`src/rtl/cpu_pkg.sv`:
```
// cpu_pkg: shared types, funct3 encodings and access-size helpers for the RV32I core
package cpu_pkg;
  localparam int XLEN = 32;
  typedef enum logic [1:0] {OP_ALU, OP_LOAD, OP_STORE, OP_JAL} lsu_op_t;
  typedef enum logic [1:0] {IDLE, REQ, WAIT} lsu_state_t;
  localparam logic [2:0] F3_LB  = 3'd0;
  localparam logic [2:0] F3_LH  = 3'd1;
  localparam logic [2:0] F3_LW  = 3'd2;
  localparam logic [2:0] F3_LBU = 3'd4;
  localparam logic [2:0] F3_LHU = 3'd5;
  localparam logic [2:0] F3_SB  = 3'd0;
  localparam logic [2:0] F3_SH  = 3'd1;
  localparam logic [2:0] F3_SW  = 3'd2;
  // 0 = byte, 1 = half, 2 = word; unused encodings fall back to word
  function automatic logic [1:0] access_size(input lsu_op_t op, input logic [2:0] f3);
    if (op == OP_LOAD)
      return (f3 == F3_LB || f3 == F3_LBU) ? 2'd0 : (f3 == F3_LH || f3 == F3_LHU) ? 2'd1 : 2'd2;
    return f3 == F3_SB ? 2'd0 : f3 == F3_SH ? 2'd1 : 2'd2;
  endfunction
  function automatic logic misaligned(input logic [1:0] size, input logic [1:0] a);
    return size == 2'd1 ? a[0] : size == 2'd2 ? |a : 1'b0;
  endfunction
endpackage

```
`src/rtl/load_align.sv`:
```
// load_align: picks the addressed byte/half out of a word and sign- or zero-extends it
module load_align
  import cpu_pkg::*;
(
  input  logic [XLEN-1:0] rdata,
  input  logic [1:0]      addr,
  input  logic [2:0]      funct3,
  output logic [XLEN-1:0] data
);
  logic [7:0]  b;
  logic [15:0] h;
  // Lane selection by low address bits, then extension by funct3
  always_comb begin
    b = rdata[{addr, 3'b000} +: 8];
    h = addr[1] ? rdata[31:16] : rdata[15:0];
    data = funct3 == F3_LB  ? {{24{b[7]}}, b} :
           funct3 == F3_LBU ? {24'b0, b} :
           funct3 == F3_LH  ? {{16{h[15]}}, h} :
           funct3 == F3_LHU ? {16'b0, h} : rdata;
  end
endmodule

```
`src/rtl/lsu_writeback.sv`:
```
// lsu_writeback: memory/writeback stage feeding the register-file write port
module lsu_writeback
  import cpu_pkg::*;
#(
  parameter int TIMEOUT = 16
) (
  input  logic            clk,
  input  logic            reset,
  input  logic            ex_valid,
  output logic            ex_ready,
  input  logic [1:0]      ex_op,
  input  logic [2:0]      ex_funct3,
  input  logic [4:0]      ex_rd,
  input  logic [XLEN-1:0] ex_alu_result,
  input  logic [XLEN-1:0] ex_store_data,
  input  logic [XLEN-1:0] ex_pc_plus4,
  output logic            mem_req,
  output logic            mem_we,
  output logic [XLEN-1:0] mem_addr,
  output logic [XLEN-1:0] mem_wdata,
  output logic [3:0]      mem_be,
  input  logic            mem_gnt,
  input  logic            mem_rvalid,
  input  logic [XLEN-1:0] mem_rdata,
  output logic            wb_we,
  output logic [4:0]      wb_rd,
  output logic [XLEN-1:0] wb_wdata,
  output logic            misalign,
  output logic            bus_err,
  output logic [XLEN-1:0] fault_addr
);
  lsu_state_t      state, state_next;
  lsu_op_t         op_in, op_q;
  logic [2:0]      f3_q;
  logic [4:0]      rd_q;
  logic [XLEN-1:0] addr_q, wdata_q, ld_data, lane_wdata;
  logic [3:0]      be_q, lane_be;
  logic [7:0]      cnt;
  logic [1:0]      sz;
  logic            accept, is_mem, mis, expire;

  load_align u_align (.rdata(mem_rdata), .addr(addr_q[1:0]), .funct3(f3_q), .data(ld_data));

  assign ex_ready  = state == IDLE && !reset;
  assign mem_req   = state == REQ && !reset;
  assign mem_we    = mem_req && op_q == OP_STORE;
  assign mem_addr  = {addr_q[XLEN-1:2], 2'b00};
  assign mem_wdata = wdata_q;
  assign mem_be    = be_q;

  // Decode the offered instruction: access size, alignment and store byte lanes
  always_comb begin
    op_in = lsu_op_t'(ex_op);
    accept = ex_valid && ex_ready;
    is_mem = op_in == OP_LOAD || op_in == OP_STORE;
    sz = access_size(op_in, ex_funct3);
    mis = is_mem && misaligned(sz, ex_alu_result[1:0]);
    lane_wdata = sz == 2'd0 ? {4{ex_store_data[7:0]}} : sz == 2'd1 ? {2{ex_store_data[15:0]}} : ex_store_data;
    lane_be = sz == 2'd0 ? 4'b0001 << ex_alu_result[1:0] : sz == 2'd1 ? 4'b0011 << ex_alu_result[1:0] : 4'b1111;
    expire = cnt == 8'(TIMEOUT - 1);
  end

  // Next state: a grant or load data arriving on the expiry cycle still wins
  always_comb begin
    state_next = state;
    case (state)
      IDLE:    state_next = accept && is_mem && !mis ? REQ : IDLE;
      REQ:     state_next = mem_gnt ? (op_q == OP_STORE ? IDLE : WAIT) : expire ? IDLE : REQ;
      WAIT:    state_next = mem_rvalid || expire ? IDLE : WAIT;
      default: state_next = IDLE;
    endcase
  end

  // State, access latch, timeout counter and registered writeback/fault outputs
  always_ff @(posedge clk) begin
    if (reset) begin
      state <= IDLE;
      cnt <= '0;
      op_q <= OP_ALU;
      f3_q <= '0;
      rd_q <= '0;
      addr_q <= '0;
      wdata_q <= '0;
      be_q <= '0;
      wb_we <= 1'b0;
      wb_rd <= '0;
      wb_wdata <= '0;
      misalign <= 1'b0;
      bus_err <= 1'b0;
      fault_addr <= '0;
    end else begin
      state <= state_next;
      cnt <= (state_next == state && state != IDLE) ? cnt + 8'd1 : 8'd0;
      wb_we <= 1'b0;
      misalign <= 1'b0;
      bus_err <= 1'b0;
      if (accept) begin
        if (!is_mem) begin
          wb_we <= |ex_rd;
          wb_rd <= ex_rd;
          wb_wdata <= op_in == OP_JAL ? ex_pc_plus4 : ex_alu_result;
        end else if (mis) begin
          misalign <= 1'b1;
          fault_addr <= ex_alu_result;
        end else begin
          op_q <= op_in;
          f3_q <= ex_funct3;
          rd_q <= ex_rd;
          addr_q <= ex_alu_result;
          wdata_q <= lane_wdata;
          be_q <= lane_be;
        end
      end
      if (state == WAIT && mem_rvalid) begin
        wb_we <= |rd_q;
        wb_rd <= rd_q;
        wb_wdata <= ld_data;
      end
      if (expire && ((state == REQ && !mem_gnt) || (state == WAIT && !mem_rvalid))) begin
        bus_err <= 1'b1;
        fault_addr <= addr_q;
      end
    end
  end
endmodule

```
`config.mk`:
```
export PLATFORM = sky130hd
export DESIGN_NAME = lsu_writeback
export DESIGN_NICKNAME = d
export VERILOG_FILES = /design/src/rtl/cpu_pkg.sv /design/src/rtl/load_align.sv /design/src/rtl/lsu_writeback.sv
export SDC_FILE = /design/constraint.sdc
export NUM_CORES = 1
export LEC_CHECK = 0
export ABC_AREA = 1
export BUFFER_PORTS_ARGS = -buffer_cell sky130_fd_sc_hd__buf_2
export CORE_MARGIN = 3
export CORE_UTILIZATION = 51
export DETAILED_ROUTE_END_ITERATION = 8
export PLACE_DENSITY = 0.8
export SYNTH_ARGS = -nofsm -noshare
export SYNTH_HDL_FRONTEND = slang
export SYNTH_SLANG_ARGS = --single-unit
```
`constraint.sdc`:
```
create_clock -name clk -period 1.7 [get_ports clk]
set_input_delay 0.255 -clock clk [delete_from_list [all_inputs] [get_ports clk]]
set_output_delay 0.255 -clock clk [all_outputs]
set_load 0.01 [all_outputs]
```
==> impl_metrics.env <==
export IMPL_run_status="finished clean"
export IMPL_route_detailed_drc=0
export IMPL_synth_xor_area_share=0.00502
export IMPL_synth_simple_gate_area_frac=0.381
export IMPL_netlist_top_cells_area="sky130_fd_sc_hd__dfxtp_1 37%, sky130_fd_sc_hd__nand2_1 16%, sky130_fd_sc_hd__nor2_1 10%, sky130_fd_sc_hd__nand3_1 9.9%, sky130_fd_sc_hd__o21ai_0 6.5%"
export IMPL_worstSetupPathType="reg2out"
export IMPL_synth_top_cell_area_share=0.367
export IMPL_cts_tree="yes"
export IMPL_maximum_number_of_pins_on_one_net_before_global_route_repair=137
export IMPL_setup_slack_on_the_worst_flop_to_flop_path_ns=0.05
export IMPL_post_route_period_util=0.987
export IMPL_die_width_um=137
export IMPL_finalHoldViolations=0
export IMPL_leakagePower_nw=5.84
export IMPL_globalplace_congestion=0.967
export IMPL_max_vdd_ir_drop_v=0.000737
export IMPL_critical_path_peak_fanout=4
export IMPL_initial_core_util=0.524
export IMPL_clock_sinks=160
export IMPL_total_power_mw=9.65
export IMPL_critical_path_arrival_ns=1.42
export IMPL_post_synth_mux_area_share=0
export IMPL_grt_pass1_vias=8453
export IMPL_yosys_area_top_type="sky130_fd_sc_hd__dfxtp_1"
export IMPL_total_gr_overflow=0
export IMPL_placement_io_buffers=283
export IMPL_max_slew_margin=0.636
export IMPL_ys_seq_area_frac=0.367
export IMPL_number_of_antenna_violations_at_the_first_check_in_global_routing=4
export IMPL_nFillCells=1515
export IMPL_power_density_mw_per_mm2=870
export IMPL_detail_route_first_pass_iterations=7
export IMPL_synthAdderAreaFrac=0.0100
export IMPL_layout_area_overhead_vs_synth_pct=27.1
export IMPL_hpwlAfterDp_um=21300
export IMPL_cts_root_buffer="sky130_fd_sc_hd__clkbuf_16"
export IMPL_timing_hold_worst_class="in2reg"
export IMPL_post_synth_num_cell_types=33
export IMPL_ys_seq_elements=160
export IMPL_rsz0062_at_grt="true"
export IMPL_final_max_slew_viol_count=0
export IMPL_cts_root_to_sink_buffers=2
export IMPL_final_setup_tns_ns=0
export IMPL_worst_ep_required_time_ns=1.44
export IMPL_post_synthesis_cell_count=1398
export IMPL_timing_max_cap_violations=0
export IMPL_synth_top_family_by_area="simple AND/OR/NAND/NOR gates"
export IMPL_final_period_minus_worst_setup_slack_ns=1.68
export IMPL_num_nets_final=1797
export IMPL_grt_first_pass_wirelength_um=43700
export IMPL_wire_per_inst_um=15.7
export IMPL_postRouteAntennaNets=0
export IMPL_h_tree_depth=4
export IMPL_rows=47
export IMPL_die_h_um=137
export IMPL_post_synth_instance_area_mm2=0.00873
export IMPL_max_slew_worst_pin_slew_ns=0.546
export IMPL_clk_transition_reported_paths_ns=0.06
export IMPL_final_setup_skew_ns=0.00961
export IMPL_clock_fmax_mhz=596
export IMPL_clock_latency_ns=0.43
export IMPL_critical_path_endpoint_type="primary output"
export IMPL_final_layout_size_suffix_gt1_frac=0.254
export IMPL_drt_first_iter_violations=1057
export IMPL_viasPerCell=5.25
export IMPL_pin_count=286
export IMPL_core_area_mm2=0.0166
export IMPL_yosys_warnings=0
export IMPL_setup_viol=0
export IMPL_die_area_mm2=0.0187
export IMPL_drt_total_wl_um=29500
export IMPL_setup_worst_path_start_class="flip-flop"
export IMPL_global_route_usage_total=0.298
export IMPL_cts_made_buffers=17
export IMPL_synth_compound_area_frac=0.117
export IMPL_syn_avg_cell_area_um2=6.24
export IMPL_num_vias=9896
==> layout by cell type (no fill, tap or decap), types with 4 or more instances in the layout <==
cell                          n
sky130_fd_sc_hd__a21oi_1     71
sky130_fd_sc_hd__buf_12       9
sky130_fd_sc_hd__buf_2      283
sky130_fd_sc_hd__buf_4       53
sky130_fd_sc_hd__buf_6        4
sky130_fd_sc_hd__clkbuf_16   18
sky130_fd_sc_hd__dfxtp_1    158
sky130_fd_sc_hd__diode_2      5
sky130_fd_sc_hd__ha_1         7
sky130_fd_sc_hd__inv_1       87
sky130_fd_sc_hd__inv_2        9
sky130_fd_sc_hd__inv_6        6
sky130_fd_sc_hd__nand2_1    374
sky130_fd_sc_hd__nand2_2      4
sky130_fd_sc_hd__nand3_1    171
sky130_fd_sc_hd__nand3_2      5
sky130_fd_sc_hd__nor2_1     227
sky130_fd_sc_hd__nor2_2       4
sky130_fd_sc_hd__nor2_4       6
sky130_fd_sc_hd__nor3_1       4
sky130_fd_sc_hd__o21ai_0    101
sky130_fd_sc_hd__o21ai_1     26
==> cell type report <==
| class | count | area (um2) | area share |
|---|---|---|---|
| clock buffers | 18 | 439 | 0.0396 |
| inverters | 100 | 382 | 0.0344 |
| flip-flops and latches | 160 | 3210 | 0.289 |
| well taps | 220 | 275 | 0.0248 |
| clock inverters | 14 | 176 | 0.0159 |
| multi-input cells | 1018 | 4540 | 0.409 |
| diodes | 5 | 12.5 | 0.00113 |
| repair buffers | 350 | 2060 | 0.186 |
==> path summary, 6_finish.rpt <==
| check | start | to | cells after the start |
|---|---|---|---|
| max | state[1] | mem_we | 7 |
| min | ex_alu_result[31] | addr_q[31] | 3 |
| max reg2reg | state[1] | mem_wdata[17] | 8 |
| min reg2reg | op_q[0] | op_q[0] | 2 |
==> logic make-up after synthesis <==
family	count (synthesis)
and+or+nand+nor	803
AOI/OAI and AO/OA	201
DFF	160
other	1
buffers and inverters	221
xor gates and xnor gates	5
adders and majority gates	7
==> state kept, by name, summed over array words and instances, names as in the netlist <==
name,flops
wb_rd,5
mem_be,4
rd_q,5
fault_addr,32
op_q,2
bus_err,1
wb_we,1
wb_wdata,32
mem_wdata,32
f3_q,3
cnt,8
addr_q,32
state,2
misalign,1
==> power by group <==
part	internal, mW	switching, mW
clock	2.37	1.65
combinational	0.637	0.970
sequential	3.92	0.101
==> metal layers <==
metal	vias to the layer above	GRT usage	wire, um
li1	4915	-	-
met1	4476	0.420	12600
met2	449	0.455	13600
met3	56	0.0570	2520
met4	0	0.109	812
met5	-	0	0
==> synth_stat cells <==
cell type	n
sky130_fd_sc_hd__a21oi_1	71
sky130_fd_sc_hd__a21oi_4	1
sky130_fd_sc_hd__and3_1	1
sky130_fd_sc_hd__buf_1	3
sky130_fd_sc_hd__buf_2	45
sky130_fd_sc_hd__buf_4	38
sky130_fd_sc_hd__buf_6	2
sky130_fd_sc_hd__clkbuf_1	32
sky130_fd_sc_hd__clkbuf_2	1
sky130_fd_sc_hd__clkinv_1	1
sky130_fd_sc_hd__conb_1	1
sky130_fd_sc_hd__dfxtp_1	160
sky130_fd_sc_hd__ha_1	7
sky130_fd_sc_hd__inv_1	89
sky130_fd_sc_hd__inv_2	10
sky130_fd_sc_hd__nand2_1	376
sky130_fd_sc_hd__nand2_2	3
sky130_fd_sc_hd__nand3_1	173
sky130_fd_sc_hd__nand3_2	3
sky130_fd_sc_hd__nand3_4	1
sky130_fd_sc_hd__nand4_1	2
sky130_fd_sc_hd__nor2_1	232
sky130_fd_sc_hd__nor2_2	4
sky130_fd_sc_hd__nor2_4	1
sky130_fd_sc_hd__nor2_8	1
sky130_fd_sc_hd__nor3_1	4
sky130_fd_sc_hd__o21ai_0	113
sky130_fd_sc_hd__o21ai_1	14
sky130_fd_sc_hd__o21ai_2	1
sky130_fd_sc_hd__o31ai_1	1
sky130_fd_sc_hd__or2_2	2
sky130_fd_sc_hd__xnor2_1	2
sky130_fd_sc_hd__xor2_1	3
==> repair_timing <==
item | 4_1_cts | 5_1_grt
setup buffers | 5 | 4
pin swaps | 2 | 6
setup endpoints to repair | 2 | 93
cloned | 0 | 1
resized for setup | 6 | 31
hold buffers | 0 | 0
==> through the flow <==
stage | cell area (um2) | setup WS (ns) | hold slack (ns) | cells | util
finish | 11100 | 0.0214 | 0.110 | 1885 | 0.667
global route | 11100 | -0.0177 | 0.125 | 1884 | 0.667
CTS | 11000 | -0.0110 | 0.0807 | 1875 | 0.659
detailed placement | 10300 | -0.0724 | 0.447 | 1839 | 0.619
global placement | 10300 | -0.0560 | 0.429 | 1839 | 0.619
floorplan | 8730 | 0.216 | 0.401 | 1399 | -
==> worst max-delay path: stages, from the launching register on <==
cell	delay, ns
sky130_fd_sc_hd__dfxtp_2	0.33
sky130_fd_sc_hd__buf_6	0.12
sky130_fd_sc_hd__nor2_4	0.13
sky130_fd_sc_hd__inv_2	0.06
sky130_fd_sc_hd__nor2_4	0.09
sky130_fd_sc_hd__inv_2	0.04
sky130_fd_sc_hd__nor2_1	0.07
sky130_fd_sc_hd__buf_2	0.15
(Power assumes the default switching activity.)
